<file path="config.mk">
export PLATFORM = sky130hd
export DESIGN_NAME = id_emit
export DESIGN_NICKNAME = d
export VERILOG_FILES = /design/src/rtl/id_emit.sv
export SDC_FILE = /design/constraint.sdc
export NUM_CORES = 1
export LEC_CHECK = 0
export CAP_MARGIN = 20
export CORE_MARGIN = 1.5
export CORE_UTILIZATION = 39
export CTS_CLUSTER_DIAMETER = 200
export CTS_CLUSTER_SIZE = 16
export DETAILED_ROUTE_END_ITERATION = 6
export PLACE_DENSITY_LB_ADDON = 0.12
export SLEW_MARGIN = 10
export SYNTH_ARGS = -nofsm -noshare
export SYNTH_HDL_FRONTEND = slang
export SYNTH_SLANG_ARGS = --single-unit
</file>
<file path="constraint.sdc">
create_clock -name clk -period 3.38 [get_ports clk]
set_input_delay 0.676 -clock clk [delete_from_list [all_inputs] [get_ports clk]]
set_output_delay 0.676 -clock clk [all_outputs]
set_load 0.02 [all_outputs]
</file>
<file path="src/rtl/id_emit.sv">
// Identifier emitter: prints a letter, the decimal form of a 16-bit value
// (leading zeros suppressed) and a trailing space, one character per handshake.
module id_emit (
    input  logic        clk,
    input  logic        reset,
    input  logic        start,
    input  logic [7:0]  letter,
    input  logic [15:0] value,
    output logic [7:0]  char,
    output logic        char_valid,
    input  logic        char_ready,
    output logic        busy,
    output logic        done,
    output logic        err
);

    typedef enum logic [2:0] {
        S_IDLE   = 3'd0,
        S_CONV   = 3'd1,
        S_LETTER = 3'd2,
        S_DIGIT  = 3'd3,
        S_TERM   = 3'd4
    } state_t;

    localparam logic [4:0] CONV_STEPS = 5'd16;

    function automatic logic is_alpha(input logic [7:0] c);
        return ((c >= 8'h41) && (c <= 8'h5A)) || ((c >= 8'h61) && (c <= 8'h7A));
    endfunction

    function automatic logic [3:0] add3(input logic [3:0] d);
        return (d >= 4'd5) ? (d + 4'd3) : d;
    endfunction

    // One shift-and-add-3 step; a 16-bit input never overflows five digits.
    function automatic logic [19:0] dd_step(input logic [19:0] b, input logic in_bit);
        logic [19:0] a;
        a = {add3(b[19:16]), add3(b[15:12]), add3(b[11:8]), add3(b[7:4]), add3(b[3:0])};
        return {a[18:0], in_bit};
    endfunction

    function automatic logic [3:0] nibble(input logic [19:0] b, input logic [2:0] idx);
        logic [3:0] n;
        case (idx)
            3'd4:    n = b[19:16];
            3'd3:    n = b[15:12];
            3'd2:    n = b[11:8];
            3'd1:    n = b[7:4];
            default: n = b[3:0];
        endcase
        return n;
    endfunction

    function automatic logic [2:0] msd_idx(input logic [19:0] b);
        logic [2:0] i;
        if (b[19:16] != 4'd0) begin
            i = 3'd4;
        end else if (b[15:12] != 4'd0) begin
            i = 3'd3;
        end else if (b[11:8] != 4'd0) begin
            i = 3'd2;
        end else if (b[7:4] != 4'd0) begin
            i = 3'd1;
        end else begin
            i = 3'd0;
        end
        return i;
    endfunction

    state_t      r_state;
    logic [7:0]  r_letter;
    logic [15:0] r_bin;
    logic [19:0] r_bcd;
    logic [4:0]  r_cnt;
    logic [2:0]  r_dig;
    logic [7:0]  r_char;
    logic        r_char_valid;
    logic        r_busy;
    logic        r_done;
    logic        r_err;

    state_t      w_state_nxt;
    logic [2:0]  w_dig_nxt;
    logic        w_accept;
    logic        w_reject;
    logic        w_done_nxt;
    logic        w_xfer;
    logic [7:0]  w_char_nxt;
    logic        w_valid_nxt;

    assign w_xfer = r_char_valid & char_ready;

    // Next-state and digit-index selection.
    always_comb begin
        w_state_nxt = r_state;
        w_dig_nxt   = r_dig;
        w_accept    = 1'b0;
        w_reject    = 1'b0;
        w_done_nxt  = 1'b0;
        case (r_state)
            S_IDLE: begin
                if (start) begin
                    if (is_alpha(letter)) begin
                        w_accept    = 1'b1;
                        w_state_nxt = S_CONV;
                    end else begin
                        w_reject    = 1'b1;
                    end
                end else begin
                    w_state_nxt = S_IDLE;
                end
            end
            S_CONV: begin
                // Extra cycle after the last shift picks the leading digit.
                if (r_cnt == CONV_STEPS) begin
                    w_state_nxt = S_LETTER;
                    w_dig_nxt   = msd_idx(r_bcd);
                end else begin
                    w_state_nxt = S_CONV;
                end
            end
            S_LETTER: begin
                if (w_xfer) begin
                    w_state_nxt = S_DIGIT;
                end else begin
                    w_state_nxt = S_LETTER;
                end
            end
            S_DIGIT: begin
                if (w_xfer) begin
                    if (r_dig == 3'd0) begin
                        w_state_nxt = S_TERM;
                    end else begin
                        w_dig_nxt   = r_dig - 3'd1;
                    end
                end else begin
                    w_state_nxt = S_DIGIT;
                end
            end
            S_TERM: begin
                if (w_xfer) begin
                    w_state_nxt = S_IDLE;
                    w_done_nxt  = 1'b1;
                end else begin
                    w_state_nxt = S_TERM;
                end
            end
            default: begin
                w_state_nxt = S_IDLE;
            end
        endcase
    end

    // Character offered in the coming cycle, decoded from the next state.
    always_comb begin
        w_char_nxt  = 8'h00;
        w_valid_nxt = 1'b0;
        case (w_state_nxt)
            S_LETTER: begin
                w_char_nxt  = r_letter;
                w_valid_nxt = 1'b1;
            end
            S_DIGIT: begin
                w_char_nxt  = 8'h30 + {4'h0, nibble(r_bcd, w_dig_nxt)};
                w_valid_nxt = 1'b1;
            end
            S_TERM: begin
                w_char_nxt  = 8'h20;
                w_valid_nxt = 1'b1;
            end
            default: begin
                w_char_nxt  = 8'h00;
                w_valid_nxt = 1'b0;
            end
        endcase
    end

    // State, datapath and registered outputs.
    always_ff @(posedge clk) begin
        if (reset) begin
            r_state      <= S_IDLE;
            r_letter     <= 8'h00;
            r_bin        <= 16'h0000;
            r_bcd        <= 20'h00000;
            r_cnt        <= 5'd0;
            r_dig        <= 3'd0;
            r_char       <= 8'h00;
            r_char_valid <= 1'b0;
            r_busy       <= 1'b0;
            r_done       <= 1'b0;
            r_err        <= 1'b0;
        end else begin
            r_state      <= w_state_nxt;
            r_dig        <= w_dig_nxt;
            r_char       <= w_char_nxt;
            r_char_valid <= w_valid_nxt;
            r_busy       <= (w_state_nxt != S_IDLE);
            r_done       <= w_done_nxt;
            r_err        <= w_reject;
            if (w_accept) begin
                r_letter <= letter;
                r_bin    <= value;
                r_bcd    <= 20'h00000;
                r_cnt    <= 5'd0;
            end else if ((r_state == S_CONV) && (r_cnt != CONV_STEPS)) begin
                r_bcd    <= dd_step(r_bcd, r_bin[15]);
                r_bin    <= {r_bin[14:0], 1'b0};
                r_cnt    <= r_cnt + 5'd1;
            end else begin
                r_bcd    <= r_bcd;
            end
        end
    end

    assign char       = r_char;
    assign char_valid = r_char_valid;
    assign busy       = r_busy;
    assign done       = r_done;
    assign err        = r_err;

endmodule

</file>
==> results.yml <==
power:
  p_comb_share_pct: 7.9
  internal_power_mw: 1.29
  pwr_density_cell_nw_per_um2: 403
  leakage_nw: 1.49
  netSwitchingPower_mw: 0.415
  p_seq_share_pct: 48.1
  p_sw_share_pct: 24.3
  irDropWorstVdd_uv: 188
  clkPwrFrac_pct: 44.1
finish:
  n_antenna_cell: 0
  layout.nets: 511
  drive_gt1_share_pct: 10.2
  syn_to_final_growth_pct: 19.5
critical_path:
  r2r-start: "r_state[0]$_SDFF_PP0_"
  worst_setup_path_start_kind: "flop"
  arrival_ns: 2.82
  cp-end-kind: "flop"
  ff2ff_setup_slack_ns: 0.78
  rr_endpoint: "char[3]$_SDFF_PP0_"
  crit_end: "char[3]$_SDFF_PP0_"
  cp.required_ns: 3.60
  reg2regPathDepth: 8
  worstPathMaxFanout: 17
  startpoint: "r_state[0]$_SDFF_PP0_"
  path_class: "flop to flop"
drt:
  dr.pass1.iters: 4
  ant_nets: 0
  wirelength_um: 8100
  post_drt_via_cell_ratio: 5.21
  routedWlPerCell_um: 14.0
  drt-initial-drc-count: 118
  drc_errors: 0
  num_vias: 3019
synth:
  yosys_most_used_dff: "dfxtp_1"
  synth_edf_count: 0
  synth_cell_types: 63
  synth_area_per_cell_um2: 8.21
  synthCells: 432
  syn_nets: 476
  ys_warn_count: 0
  syn_area_um2: 3550
  synth_area_leader_cell: "dfxtp_1"
  ys_seq_elements: 67
  synth.top_cell.area_share_pct: 37.8
  async_flop_share_pct: 0
  synth_area_leaders: "dfxtp_1 (38%), nand2_1 (8.9%), a21oi_1 (6.1%), ha_1 (5.6%), nor2_1 (3.9%)"
  ys_seq_area_share_pct: 37.8
clocking:
  clock-sinks: 67
  cts_resized: 0
  h-tree-depth: 3
  clockBufferDepth: 2
  clk_pin_slew_ns: 0.07
  cts_tree: "built"
  hold_buffers: 0
  cts_buffers: 9
  clk_latency_ns: 0.35
  cts_root_buf: "clkbuf_8"
  cts_setup_buffers: 0
outcome:
  status: "finished, final reports clean"
timing:
  fin_skew_ns: 0.00939
  tightestPinTransition_ns: 0.654
  tns_ns: 0
  slew_viol_final: 0
  worst_slack_ns: 0.784
  relSlewSlack_pct: 56.4
  finalCriticalPeriod_ns: 2.60
  fin_crit_sh_pct: 76.8
  finalSetupViolCount: 0
  fmax_mhz: 385
  rsz0062_at_grt: "no"
  hold_violations: 0
hold_path:
  hold_start: "r_letter[4]$_SDFFE_PP0P_"
  hold_path.class: "flop to flop"
global_route:
  grt.overflow.total: 0
  grt_usage_pct: 17.4
  grt_pass1_vias: 2769
  antenna_found_initial: 0
  grt_max_degree: 39
  grt_pass1_wl_um: 13600
die:
  die_area_um2: 9680
  pin_count: 40
  core_um2: 8760
  start_util_pct: 40.5
  die_w_um: 98.4
  placementRows: 34
  die_h_um: 98.4
place:
  hpwl_um: 5690
  io_buffers: 39
  pre_cts_ws_ns: 0.419
  gp_congestion: 0.820
job:
  cap_violations: 0
synth_stat cells (all sizes together), types with 2 or more instances:
cell type and instances:
ha 16, o211ai 3, o21a 2, nor2 38, and2b 2, inv 19
nor3 8, a21oi 44, nor4 2, nand2b 10, clkbuf 10, nor3b 6
a311oi 15, nand3 10, xnor2 6, mux2i 3, dfxtp 67, xor2 5
or4 2, nand4 3, buf 13, a31oi 2, o41ai 2, and2 2
a21boi 3, nor2b 4, and3 7, o21ai 22, a211oi 5, nand2 84
power groups by stage:
stage | sequential (mW) | clock (mW) | combinational [mW]
3_5_place_dp | 0.838 | 0 | 0.136
6_report | 0.820 | 0.752 | 0.134
5_1_grt | 0.823 | 0.821 | 0.149
2_1_floorplan | 0.836 | 0 | 0.0790
3_3_place_gp | 0.838 | 0 | 0.135
4_1_cts | 0.820 | 0.777 | 0.137
worst max-delay path: stages, from the launching register on:
cell	delay, ns
dfxtp_1	0.62
nor3b_2	0.39
nand3_1	0.25
a21oi_2	0.22
a221oi_4	0.04
buf_4	0.23
a211oi_1	0.25
a2111oi_0	0.12
or3_1	0.36
per-layer routing:
| layer | track usage, % | share of wire, % | up-vias | wire (um) |
|---|---|---|---|---|
| li1 | - | - | 1572 | - |
| met1 | 24.2 | 51 | 1389 | 4090 |
| met2 | 26.2 | 44 | 50 | 3590 |
| met3 | 5.01 | 4.0 | 8 | 322 |
| met4 | 5.20 | 1.2 | 0 | 97 |
| met5 | 0 | 0 | - | 0 |
cells by family (layout without fill, tap and decap cells):
kind of cell             count (synthesis)  count (layout)  synth area share (%)
AO/OA/AOI/OAI                          108             108                  21.2
XOR/XNOR                                11              11                  2.72
adder cells (fa/ha/maj)                 16              16                  5.64
buffers and inverters                   42              82                  5.86
flip-flops                              67              67                  37.8
multiplexers                             4               4                  1.16
AND/OR/NAND/NOR                        184             184                  25.6
area by class of cell:
cell class                 count  area, um^2
fill                         899        4530
sequential                    67        1340
timing repair buffer          47         463
multi-input combinational    323        2000
clock buffer                   9         124
clock inverter                 7         100
tap                          108         135
inverter                      19        71.3
state kept, by name, summed over array words and instances, names as in the netlist:
signal / count
char: 8
r_state: 3
r_bin: 16
err: 1
busy: 1
r_dig: 3
r_letter: 8
r_bcd: 20
r_cnt: 5
done: 1
char_valid: 1
placed cells by master, fill, tap and decap left out, types with 6 or more instances in the layout:
master	Yosys	final
clkbuf_8	1	9
a21oi_1	43	43
nand2_1	84	84
ha_1	16	16
xnor2_1	6	6
nand3_1	10	10
and3_1	6	6
nor3_1	7	6
nor2_1	37	37
inv_1	19	19
clkdlybuf4s50_1	0	39
a311oi_1	15	15
buf_4	2	7
nand2b_1	9	9
o21ai_0	21	21
dfxtp_1	67	67
through the flow:
stage | hold slack [ns] | instances | utilization, % | instance area [um^2] | power (mW)
global route | 0.477 | 580 | 48.4 | 4240 | 1.79
floorplan | 0.417 | 432 | - | 3550 | 0.915
finish | 0.458 | 580 | 48.4 | 4240 | 1.71
global placement | 0.447 | 564 | 45.8 | 4010 | 0.973
CTS | 0.461 | 580 | 48.4 | 4240 | 1.73
detailed placement | 0.448 | 564 | 45.8 | 4010 | 0.974
worst min path at each step:
stage | endpoint | slack [ns] | depth (start not counted)
2_1_floorplan | r_letter[7]$_SDFFE_PP0P_ | 0.42 | 2
3_3_place_gp | r_letter[4]$_SDFFE_PP0P_ | 0.45 | 2
3_5_place_dp | char[2]$_SDFF_PP0_ | 0.45 | 2
4_1_cts | r_letter[4]$_SDFFE_PP0P_ | 0.46 | 2
5_1_grt | r_letter[4]$_SDFFE_PP0P_ | 0.48 | 2
6_report | r_letter[4]$_SDFFE_PP0P_ | 0.46 | 2
Note: power is estimated with default switching activity, not from simulation.
